===== config.mk =====
export PLATFORM = sky130hd
export DESIGN_NAME = ysyx_2022040010_stall_ctrl_flat
export DESIGN_NICKNAME = d
export VERILOG_FILES = /design/src/rtl/ysyx_2022040010_stall_ctrl_if.sv /design/src/rtl/ysyx_2022040010_stall_ctrl.sv /design/src/flat_wrapper.sv
export SDC_FILE = /design/constraint.sdc
export NUM_CORES = 1
export LEC_CHECK = 0
export BUFFER_PORTS_ARGS = -buffer_cell sky130_fd_sc_hd__buf_2
export CAP_MARGIN = 40
export CORE_ASPECT_RATIO = 0.75
export CORE_UTILIZATION = 49
export DETAILED_ROUTE_END_ITERATION = 7
export PLACE_DENSITY = 0.88
export SYNTH_ARGS = -nofsm -noshare
export SYNTH_HDL_FRONTEND = slang
export SYNTH_SLANG_ARGS = --single-unit

===== constraint.sdc =====
create_clock -name clk -period 2.5 [get_ports clk]
set_clock_uncertainty 0.15 [all_clocks]
set_input_delay 0.5 -clock clk [delete_from_list [all_inputs] [get_ports clk]]
set_output_delay 0.5 -clock clk [all_outputs]
set_load 0.01 [all_outputs]

===== src/rtl/ysyx_2022040010_stall_ctrl_if.sv =====
// ysyx_2022040010_stall_ctrl_if: stage request inputs and stall/redirect outputs of the pipeline sequencer
interface ysyx_2022040010_stall_ctrl_if #(
    parameter int STALL_W = 7,
    parameter int PC_W    = 64
);
    logic               if_busy;
    logic               mem_busy;
    logic               muldiv_busy;
    logic               load_use;
    logic               br_redirect;
    logic [PC_W-1:0]    br_target;
    logic [STALL_W-1:0] stall;
    logic               fetch_kill;
    logic               redirect_valid;
    logic [PC_W-1:0]    redirect_pc;
    modport master (
        output if_busy, mem_busy, muldiv_busy, load_use, br_redirect, br_target,
        input  stall, fetch_kill, redirect_valid, redirect_pc
    );
    modport slave (
        input  if_busy, mem_busy, muldiv_busy, load_use, br_redirect, br_target,
        output stall, fetch_kill, redirect_valid, redirect_pc
    );
endinterface


===== src/rtl/ysyx_2022040010_stall_ctrl.sv =====
// ysyx_2022040010_stall_ctrl: pipeline stall/flush sequencer with redirect-vs-inflight-fetch handling
// Optional perf counters under YSYX_2022040010_STALL_PERF_EN.
module ysyx_2022040010_stall_ctrl #(
    parameter int STALL_W = 7,
    parameter int PC_W    = 64
) (
    input  logic clk,
    input  logic rst,
    ysyx_2022040010_stall_ctrl_if.slave bus
`ifdef YSYX_2022040010_STALL_PERF_EN
    ,
    output logic [31:0] perf_stall_cyc,
    output logic [31:0] perf_flush_cnt,
    output logic [31:0] perf_kill_cnt
`endif
);
    typedef enum logic {RUN, DROP} state_t;
    localparam logic [STALL_W-1:0] S_MEM   = STALL_W'(7'b1101011);
    localparam logic [STALL_W-1:0] S_MD    = STALL_W'(7'b0101011);
    localparam logic [STALL_W-1:0] S_FLUSH = STALL_W'(7'b0010100);
    localparam logic [STALL_W-1:0] S_LU    = STALL_W'(7'b0011011);
    localparam logic [STALL_W-1:0] S_IFB   = STALL_W'(7'b0000101);
    localparam logic [STALL_W-1:0] S_DROP  = STALL_W'(7'b0000111);
    state_t             state_q, state_d;
    logic               redirect_valid_q, redirect_valid_d;
    logic [PC_W-1:0]    redirect_pc_q, redirect_pc_d;
    logic [STALL_W-1:0] s;
    logic               kill, accept, enter_drop;
    always_comb begin
        s                = '0;
        kill             = 1'b0;
        accept           = 1'b0;
        enter_drop       = 1'b0;
        state_d          = state_q;
        redirect_pc_d    = redirect_pc_q;
        redirect_valid_d = 1'b0;
        if (state_q == RUN) begin
            if (bus.mem_busy) s = S_MEM;
            else if (bus.muldiv_busy) s = S_MD;
            else if (bus.br_redirect) begin
                s             = S_FLUSH;
                redirect_pc_d = bus.br_target;
                accept        = 1'b1;
                if (bus.if_busy) begin
                    state_d    = DROP;
                    kill       = 1'b1;
                    enter_drop = 1'b1;
                end else redirect_valid_d = 1'b1;
            end
            else if (bus.load_use) s = S_LU;
            else if (bus.if_busy) s = S_IFB;
        end else begin
            kill = 1'b1;
            s    = bus.mem_busy ? S_DROP | S_MEM : bus.muldiv_busy ? S_DROP | S_MD :
                   bus.br_redirect ? S_DROP | S_FLUSH : S_DROP;
            if (!bus.mem_busy && !bus.muldiv_busy && bus.br_redirect) begin
                redirect_pc_d = bus.br_target;
                accept        = 1'b1;
            end
            if (!bus.if_busy) begin
                state_d          = RUN;
                redirect_valid_d = 1'b1;
            end
        end
        if (redirect_valid_q) s[2] = 1'b1;
        // a hold on a pipeline register always beats a bubble into it
        s[2] = s[2] & ~s[3];
        s[4] = s[4] & ~s[5];
        bus.stall      = rst ? s : '0;
        bus.fetch_kill = rst & kill;
    end
    always_ff @(posedge clk or negedge rst) begin
        if (!rst) begin
            state_q          <= RUN;
            redirect_valid_q <= 1'b0;
            redirect_pc_q    <= '0;
        end else begin
            state_q          <= state_d;
            redirect_valid_q <= redirect_valid_d;
            redirect_pc_q    <= redirect_pc_d;
        end
    end
    assign bus.redirect_valid = redirect_valid_q;
    assign bus.redirect_pc    = redirect_pc_q;
`ifdef YSYX_2022040010_STALL_PERF_EN
    logic [31:0] stall_cyc_q, stall_cyc_d, flush_cnt_q, flush_cnt_d, kill_cnt_q, kill_cnt_d;
    always_comb begin
        stall_cyc_d = stall_cyc_q + 32'((|bus.stall) && !(&stall_cyc_q));
        flush_cnt_d = flush_cnt_q + 32'(accept && !(&flush_cnt_q));
        kill_cnt_d  = kill_cnt_q + 32'(enter_drop && !(&kill_cnt_q));
    end
    always_ff @(posedge clk or negedge rst) begin
        if (!rst) begin
            stall_cyc_q <= '0;
            flush_cnt_q <= '0;
            kill_cnt_q  <= '0;
        end else begin
            stall_cyc_q <= stall_cyc_d;
            flush_cnt_q <= flush_cnt_d;
            kill_cnt_q  <= kill_cnt_d;
        end
    end
    assign perf_stall_cyc = stall_cyc_q;
    assign perf_flush_cnt = flush_cnt_q;
    assign perf_kill_cnt  = kill_cnt_q;
`endif
endmodule


===== src/flat_wrapper.sv =====
// flat-port wrapper written by rule: the top's interface ports become plain ports
module ysyx_2022040010_stall_ctrl_flat 
#(
    parameter int STALL_W = 7,
    parameter int PC_W    = 64
)
  (clk, rst, bus_if_busy, bus_mem_busy, bus_muldiv_busy, bus_load_use, bus_br_redirect, bus_br_target, bus_stall, bus_fetch_kill, bus_redirect_valid, bus_redirect_pc);
  ysyx_2022040010_stall_ctrl_if #(.STALL_W(STALL_W), .PC_W(PC_W)) bus_i ();
  input  logic clk;
  input  logic rst;
  input wire logic [$bits(bus_i.if_busy)-1:0] bus_if_busy;
  input wire logic [$bits(bus_i.mem_busy)-1:0] bus_mem_busy;
  input wire logic [$bits(bus_i.muldiv_busy)-1:0] bus_muldiv_busy;
  input wire logic [$bits(bus_i.load_use)-1:0] bus_load_use;
  input wire logic [$bits(bus_i.br_redirect)-1:0] bus_br_redirect;
  input wire logic [$bits(bus_i.br_target)-1:0] bus_br_target;
  output wire logic [$bits(bus_i.stall)-1:0] bus_stall;
  output wire logic [$bits(bus_i.fetch_kill)-1:0] bus_fetch_kill;
  output wire logic [$bits(bus_i.redirect_valid)-1:0] bus_redirect_valid;
  output wire logic [$bits(bus_i.redirect_pc)-1:0] bus_redirect_pc;
  assign bus_i.if_busy = bus_if_busy;
  assign bus_i.mem_busy = bus_mem_busy;
  assign bus_i.muldiv_busy = bus_muldiv_busy;
  assign bus_i.load_use = bus_load_use;
  assign bus_i.br_redirect = bus_br_redirect;
  assign bus_i.br_target = bus_br_target;
  assign bus_stall = bus_i.stall;
  assign bus_fetch_kill = bus_i.fetch_kill;
  assign bus_redirect_valid = bus_i.redirect_valid;
  assign bus_redirect_pc = bus_i.redirect_pc;
  ysyx_2022040010_stall_ctrl #(.STALL_W(STALL_W), .PC_W(PC_W)) u_core (.clk(clk), .rst(rst), .bus(bus_i));
endmodule

# Word-level counts from Yosys, hierarchy flattened

Index checks and enable logic that the tools add are counted.

Flip-flop bits (word level): 66
Bits of input ports: 71
Output and inout bits: 73
Word-level logic and storage cells: 44

Eq/ne operators: 3
Multiplexer cells: 27
Bitwise logic cells: 5
Reductions and logical operators: 6

Operator list:

| operator                                                                | count |
|---|---|
| 64-bit two-way mux                                                      | 5 |
| 7-bit two-way mux                                                       | 8 |
| 1-bit two-way mux                                                       | 12 |
| 5-bit two-way mux                                                       | 1 |
| 2-bit by 1-bit inequality test with 1-bit output, second input constant | 2 |
| 4-bit AND reduction                                                     | 1 |
| 1-bit AND                                                               | 3 |
| 3-bit two-way mux                                                       | 1 |
| 1-bit logical AND                                                       | 2 |
| 1-bit zero test                                                         | 2 |
| 2-bit inequality test, second input constant                            | 1 |
| 1-bit inverter                                                          | 2 |
| 2-bit nonzero test                                                      | 1 |

# Depth between registers and ports, before layout

Gate-level depths: netlist of run 1.

Word-level depth: 9
Mapped depth: 4
Mapped depth without buffers: 2

# Worst setup path before layout of run 1

OpenSTA, ideal clock, no wires.

Kind: input port to output port
From: input bus_muldiv_busy
To: output bus_fetch_kill
Arrival: 1.205 ns
Required time: 1.850 ns
Slack: 0.645 ns
Cell stages on the path: 2
Path buffers: 0
Cells stage by stage: or3b_2 > o22ai_1

Word-level cells in the longest chain between the ends: 4

Ends and longest elaborated chain:

| element           | line                             | source |
|---|---|---|
| start, declared   | flat_wrapper.sv:13               | `input wire logic [$bits(bus_i.muldiv_busy)-1:0] bus_muldiv_busy;` |
| 1-bit two-way mux | ysyx_2022040010_stall_ctrl.sv:39 | `else if (bus.muldiv_busy) s = S_MD;` |
| 1-bit two-way mux | ysyx_2022040010_stall_ctrl.sv:38 | `if (bus.mem_busy) s = S_MEM;` |
| 1-bit two-way mux | ysyx_2022040010_stall_ctrl.sv:37 | `if (state_q == RUN) begin` |
| 1-bit AND         | ysyx_2022040010_stall_ctrl.sv:70 | `bus.fetch_kill = rst & kill;` |
| end, declared     | flat_wrapper.sv:18               | `output wire logic [$bits(bus_i.fetch_kill)-1:0] bus_fetch_kill;` |

Every way passes these cells.

# Final worst setup path of run 1

From: register u_core.state_q
To: output bus_stall[3]

Word-level cells in the longest chain between the ends: 2

Ends and longest elaborated chain:

| element                | line                             | source |
|---|---|---|
| start, declared        | ysyx_2022040010_stall_ctrl.sv:24 | `state_t state_q, state_d;` |
| start signal, assigned | ysyx_2022040010_stall_ctrl.sv:78 | `state_q <= state_d;` |
| 7-bit two-way mux      | ysyx_2022040010_stall_ctrl.sv:37 |  |
| 7-bit two-way mux      | ysyx_2022040010_stall_ctrl.sv:69 | `bus.stall = rst ? s : '0;` |
| end, declared          | flat_wrapper.sv:17               | `output wire logic [$bits(bus_i.stall)-1:0] bus_stall;` |

Every way passes these cells.

==> impl_metrics.tcl, run 1 <==
set metrics [dict create \
    grt_pass1_vias 1869 \
    rsz0062_at_grt "no" \
    max_freq_ghz 0.4670 \
    path_cells "or3b_2 -> a21oi_1 -> buf_2" \
    clk_latency_ns 0.34 \
    period_share_pct 85.65 \
    reg2reg_slack_ns 1.56 \
    cp.arrival_ns 1.49 \
    coreArea_sq_mm 0.005497 \
    num_vias 1907 \
    grt_max_degree 59 \
    grt.total_usage_pct 21.11 \
    ys_seq_area_share_pct 57.54 \
    area_delta_synth_final_pct 36.22 \
    cts_setup_buffers 0 \
    cts_buffer_depth 2 \
    end_kind "primary output" \
    cts_made_buffers 9 \
    timing.critical_path.required_ns 1.85 \
    path_class "register to primary output" \
    gp_congestion 0.7816 \
    setup_viol 0 \
    yosysWarnings 0 \
    crit_fanout 4 \
    finalCriticalPeriod_ns 2.141 \
    max-slew-margin-rel_pct 52.94 \
    drc 0 \
    leakagePower_uw 0.002045 \
    antenna_found_initial 0 \
    hpwl_mm 4.511 \
    rr_startpoint "u_core.bus.redirect_pc[15]" \
    via_per_inst 4.865 \
    grt_pass1_wl_mm 9.522 \
    drive_above_1_share_pct 73.50 \
    clk_pin_slew_ns 0.07 \
    hold_viol 0 \
    syn_area_per_cell_sq_um 18.17 \
    mostFrequentLayoutCell "buf_2" \
    worst_pin_slew_ns 0.7059 \
    die_h_um 68.28 \
    die-area_sq_mm 0.006171 \
    cap_viol_max_count 0 \
    overflow 0 \
    slew_violations 0 \
    antenna_left 0 \
    h-tree-depth 3 \
    cts_resized 0 \
    root_buffer "clkbuf_8" \
    num_rows 23 \
    final_cell_mix "buf_2 (143), dfrtp_1 (66), mux2_4 (60), clkbuf_8 (10)" \
    status "complete, no violations" \
    fin_nets 383 \
    drt-total-wl_mm 6.278 \
    endpoint "bus_stall[3]" \
    startpoint_type "register" \
    crit_slowest_cell "or3b_2" \
    setup_tns_ns 0 \
    crit_path_start "u_core.state_q" \
    cts_sinks 66 \
    cts_hold_buf 1 \
    drt_pass1_iterations 3 \
    ff2ff_path_depth 1 \
    port_buffers 143 \
    io_pins 144 \
    start_util_pct 52.22 \
    ys_types 21 \
    cts_tree "built" \
    max_stage_delay_ns 0.44 \
    drt_iter0_markers 59 \
    ir_drop_v 0.0005164 \
    power.total_uw 3339 \
    postSynthCellCount 158 \
    antenna_cells 0 \
    synth_fp_nets 229 \
    synth-seq-cells 66 \
    hold_path_class "input pin to register" \
    synth.cell_area_sq_mm 0.002870 \
    p_per_area_mw_per_mm2 854.0 \
    die_width_um 90.38 \
    r2r-end "u_core.bus.redirect_pc[15]" \
    wl_per_cell_um 16.02 \
]
worst min path at each step:
stage                 from                         to  slack (ns)  depth (start not counted)
2_1_floorplan          rst  u_core.bus.redirect_pc[0]        0.05                          0
3_3_place_gp           rst             u_core.state_q        0.23                          1
3_5_place_dp           rst             u_core.state_q        0.24                          1
4_1_cts        bus_if_busy  u_core.bus.redirect_valid        0.19                          2
5_1_grt        bus_if_busy  u_core.bus.redirect_valid        0.20                          2
6_report       bus_if_busy  u_core.bus.redirect_valid        0.22                          2
Yosys cell counts:
cell | number | area share, %
dfrtp_1 | 66 | 58
mux2_4 | 60 | 31
buf_12 | 6 | 4.2
mux2_2 | 4 | 1.6
a21oi_1 | 2 | 0.35
a31oi_1 | 2 | 0.44
inv_1 | 2 | 0.26
nor2_1 | 2 | 0.26
or3b_2 | 2 | 0.61
a21boi_0 | 1 | 0.26
and2_1 | 1 | 0.22
buf_6 | 1 | 0.39
nand2_1 | 1 | 0.13
nand2b_1 | 1 | 0.22
nor2b_1 | 1 | 0.22
nor3b_2 | 1 | 0.44
o211a_1 | 1 | 0.35
o21ba_2 | 1 | 0.35
o21bai_1 | 1 | 0.26
o22ai_1 | 1 | 0.22
o311a_1 | 1 | 0.35
metrics by stage:
step	util (%)	cells	hold WS, ns	instance area, sq um	worst slack [ns]
3_5_place_dp	65.95	375	0.2430	3625	0.4433
4_1_cts	71.14	392	0.1883	3910	0.3394
2_1_floorplan	-	158	0.05441	2870	0.6453
6_report	71.14	392	0.2189	3910	0.3587
3_3_place_gp	65.95	375	0.2333	3625	0.4579
5_1_grt	71.14	392	0.1982	3910	0.3094
worst max-delay path, delay by kind of cell (launching register included):
| family | cells | cell delay, ns |
|---|---|---|
| AOI/OAI and AO/OA | 1 | 0.15 |
| DFF | 1 | 0.42 |
| and+or+nand+nor | 1 | 0.44 |
| buffers and inverters | 1 | 0.14 |
per-layer routing:
layer	track usage (%)	routed length, um
met5	0	0
met4	7.460	74
met3	9.333	542
met2	33.40	2989
met1	26.19	2673
state kept, by name (all words and copies together) (netlist names):
name,cells
u_core.bus.redirect_pc,64
u_core.state_q,1
u_core.bus.redirect_valid,1
final cells by class:
cell class / count / area [sq um]
repair buffers: 150 / 795.8
flip-flops and latches: 66 / 1652
inverters: 2 / 7.507
clock inverters: 6 / 137.6
fillers: 393 / 1587
multi-input cells: 83 / 1086
clock buffers: 10 / 137.6
well taps: 75 / 93.84
power breakdown:
| part | internal, uW | switching [uW] | total [uW] |
|---|---|---|---|
| logic | 447 | 312 | 759 |
| clock network | 794 | 408 | 1200 |
| registers | 1270 | 112 | 1380 |
cell families (layout without fill, tap and decap cells):
logic type / count (synthesis) / count (layout) / synth area share, %
compound gates: 10 / 10 / 2.572
buf+inv: 9 / 168 / 4.839
flops: 66 / 66 / 57.54
mux: 64 / 64 / 32.96
simple gates: 9 / 9 / 2.093
Note: power is estimated with default switching activity, not from simulation.
==> run 2, diff against run 1 <==
--- a/config.mk
+++ b/config.mk
@@ -10,6 +10,7 @@
 export CORE_ASPECT_RATIO = 0.75
 export CORE_UTILIZATION = 49
 export DETAILED_ROUTE_END_ITERATION = 7
+export MAX_ROUTING_LAYER = met4
 export PLACE_DENSITY = 0.88
 export SYNTH_ARGS = -nofsm -noshare
 export SYNTH_HDL_FRONTEND = slang
==> impl_metrics.tcl, run 2 (synthesis gave the netlist of run 1 again) <==
set metrics [dict create \
    ff2ff_path_depth 1 \
    io_pins 144 \
    cts_setup_buffers 0 \
    die-area_sq_mm 0.006171 \
    antenna_found_initial 0 \
    drive_above_1_share_pct 73.50 \
    startpoint_type "register" \
    end_kind "primary output" \
    swShare_pct 25.02 \
    status "complete, no violations" \
    seqPwrFrac_pct 41.2 \
    clk_latency_ns 0.34 \
    via_per_inst 4.852 \
    p_int_uw 2507 \
    h-tree-depth 3 \
    worst_pin_slew_ns 0.7067 \
    leakagePower_uw 0.002045 \
    hpwl_mm 4.511 \
    grt_pass1_wl_mm 9.508 \
    area_delta_synth_final_pct 36.22 \
    antenna_cells 0 \
    overflow 0 \
    hold_viol 0 \
    cts_tree "built" \
    root_buffer "clkbuf_8" \
    final_cell_mix "buf_2 (143), dfrtp_1 (66), mux2_4 (60), clkbuf_8 (10)" \
    num_vias 1902 \
    fillers 393 \
    largest_reg_flops 64 \
    p_per_area_mw_per_mm2 855.1 \
    cts_sinks 66 \
    die_h_um 68.28 \
    gp_congestion 0.7926 \
    grt.total_usage_pct 21.77 \
    cap_viol_max_count 0 \
    drt-total-wl_mm 6.294 \
    start_util_pct 52.22 \
    max-slew-margin-rel_pct 52.89 \
    multiInputGateArea_sq_mm 0.001086 \
    slew_violations 0 \
    period_share_pct 85.41 \
    final_util_pct 71.14 \
    ir_drop_v 0.0005170 \
    crit_fanout 4 \
    coreArea_sq_mm 0.005497 \
    fin_nets 383 \
    max_freq_ghz 0.4683 \
    finalCriticalPeriod_ns 2.135 \
    setup_tns_ns 0 \
    drt_iter0_markers 49 \
    mostFrequentLayoutCell "buf_2" \
    grt_pass1_vias 1874 \
    grt_max_degree 59 \
    cts_buffer_depth 2 \
    rsz0062_at_grt "no" \
    setup_viol 0 \
    wl_per_cell_um 16.06 \
    num_rows 23 \
    cp.arrival_ns 1.49 \
    net-switching-power_uw 836.6 \
    drc 0 \
    path_class "register to primary output" \
    timing.critical_path.required_ns 1.85 \
    drt_pass1_iterations 4 \
    port_buffers 143 \
    clk_pin_slew_ns 0.07 \
    min_path_cells 2 \
    antenna_left 0 \
    hold_path_class "input pin to register" \
    combPwrFrac_pct 22.7 \
    die_width_um 90.38 \
    final-seq-area_sq_mm 0.001652 \
    cts_made_buffers 9 \
    clkPwrFrac_pct 36.1 \
]
## run 2: cell counts in the layout (fill, tap and decap cells not counted)
No cell type changed its count.
## run 2: cell type report
type | instances | share of cell area [%]
flip-flops and latches | 66 | 42.24
well taps | 75 | 2.400
multi-input cells | 83 | 27.78
inverters | 2 | 0.1920
clock inverters | 6 | 3.520
repair buffers | 150 | 20.35
clock buffers | 10 | 3.520
## run 2: final timing paths
kind	slack, ns	to	startpoint
min in group asynchronous	0.27	u_core.bus.redirect_pc[54]	rst
worst min register to register	0.36	u_core.bus.redirect_pc[59]	u_core.bus.redirect_pc[59]
worst min-delay path	0.21	u_core.bus.redirect_valid	bus_if_busy
worst max register to register	1.56	u_core.bus.redirect_pc[15]	u_core.bus.redirect_pc[15]
worst max-delay path	0.36	bus_stall[3]	u_core.state_q
max in group asynchronous	1.36	u_core.bus.redirect_pc[1]	rst
## run 2: metal layers
| layer | GRT usage, % | routed length, um | up-vias |
|---|---|---|---|
| li1 | - | - | 869 |
| met1 | 26.92 | 2746 | 928 |
| met2 | 33.40 | 2989 | 97 |
| met3 | 7.889 | 480 | 8 |
| met4 | 8.065 | 78 | 0 |
| met5 | - | 0 | - |
## run 2: through the flow
step,total power [uW],setup slack (ns),hold WS [ns],cells,instance area (sq um)
after floorplan,1820,0.6453,0.05441,158,2870
after global placement,2124,0.4579,0.2333,375,3625
after detailed placement,2157,0.4433,0.2430,375,3625
after CTS,3387,0.3394,0.1883,392,3910
after global routing,3490,0.3102,0.1991,392,3910
final,3343,0.3647,0.2141,392,3910
## run 2: repair_timing
| item | CTS | global route |
|---|---|---|
| gates resized for setup | 0 | 0 |
| hold endpoints to repair | 8 | 0 |
| hold buffers | 1 | 0 |
## run 2: critical path, cell delays in order (launching register included)
cell     delay (ns)
dfrtp_1        0.41
or3b_2         0.44
a21oi_1        0.15
buf_2          0.14
## run 2: power by group through the flow
stage | Clock (uW) | Sequential [uW] | Combinational (uW)
2_1_floorplan | 0 | 1480 | 338
3_3_place_gp | 0 | 1380 | 745
4_1_cts | 1240 | 1380 | 769
3_5_place_dp | 0 | 1390 | 766
6_report | 1210 | 1380 | 759
5_1_grt | 1270 | 1400 | 816
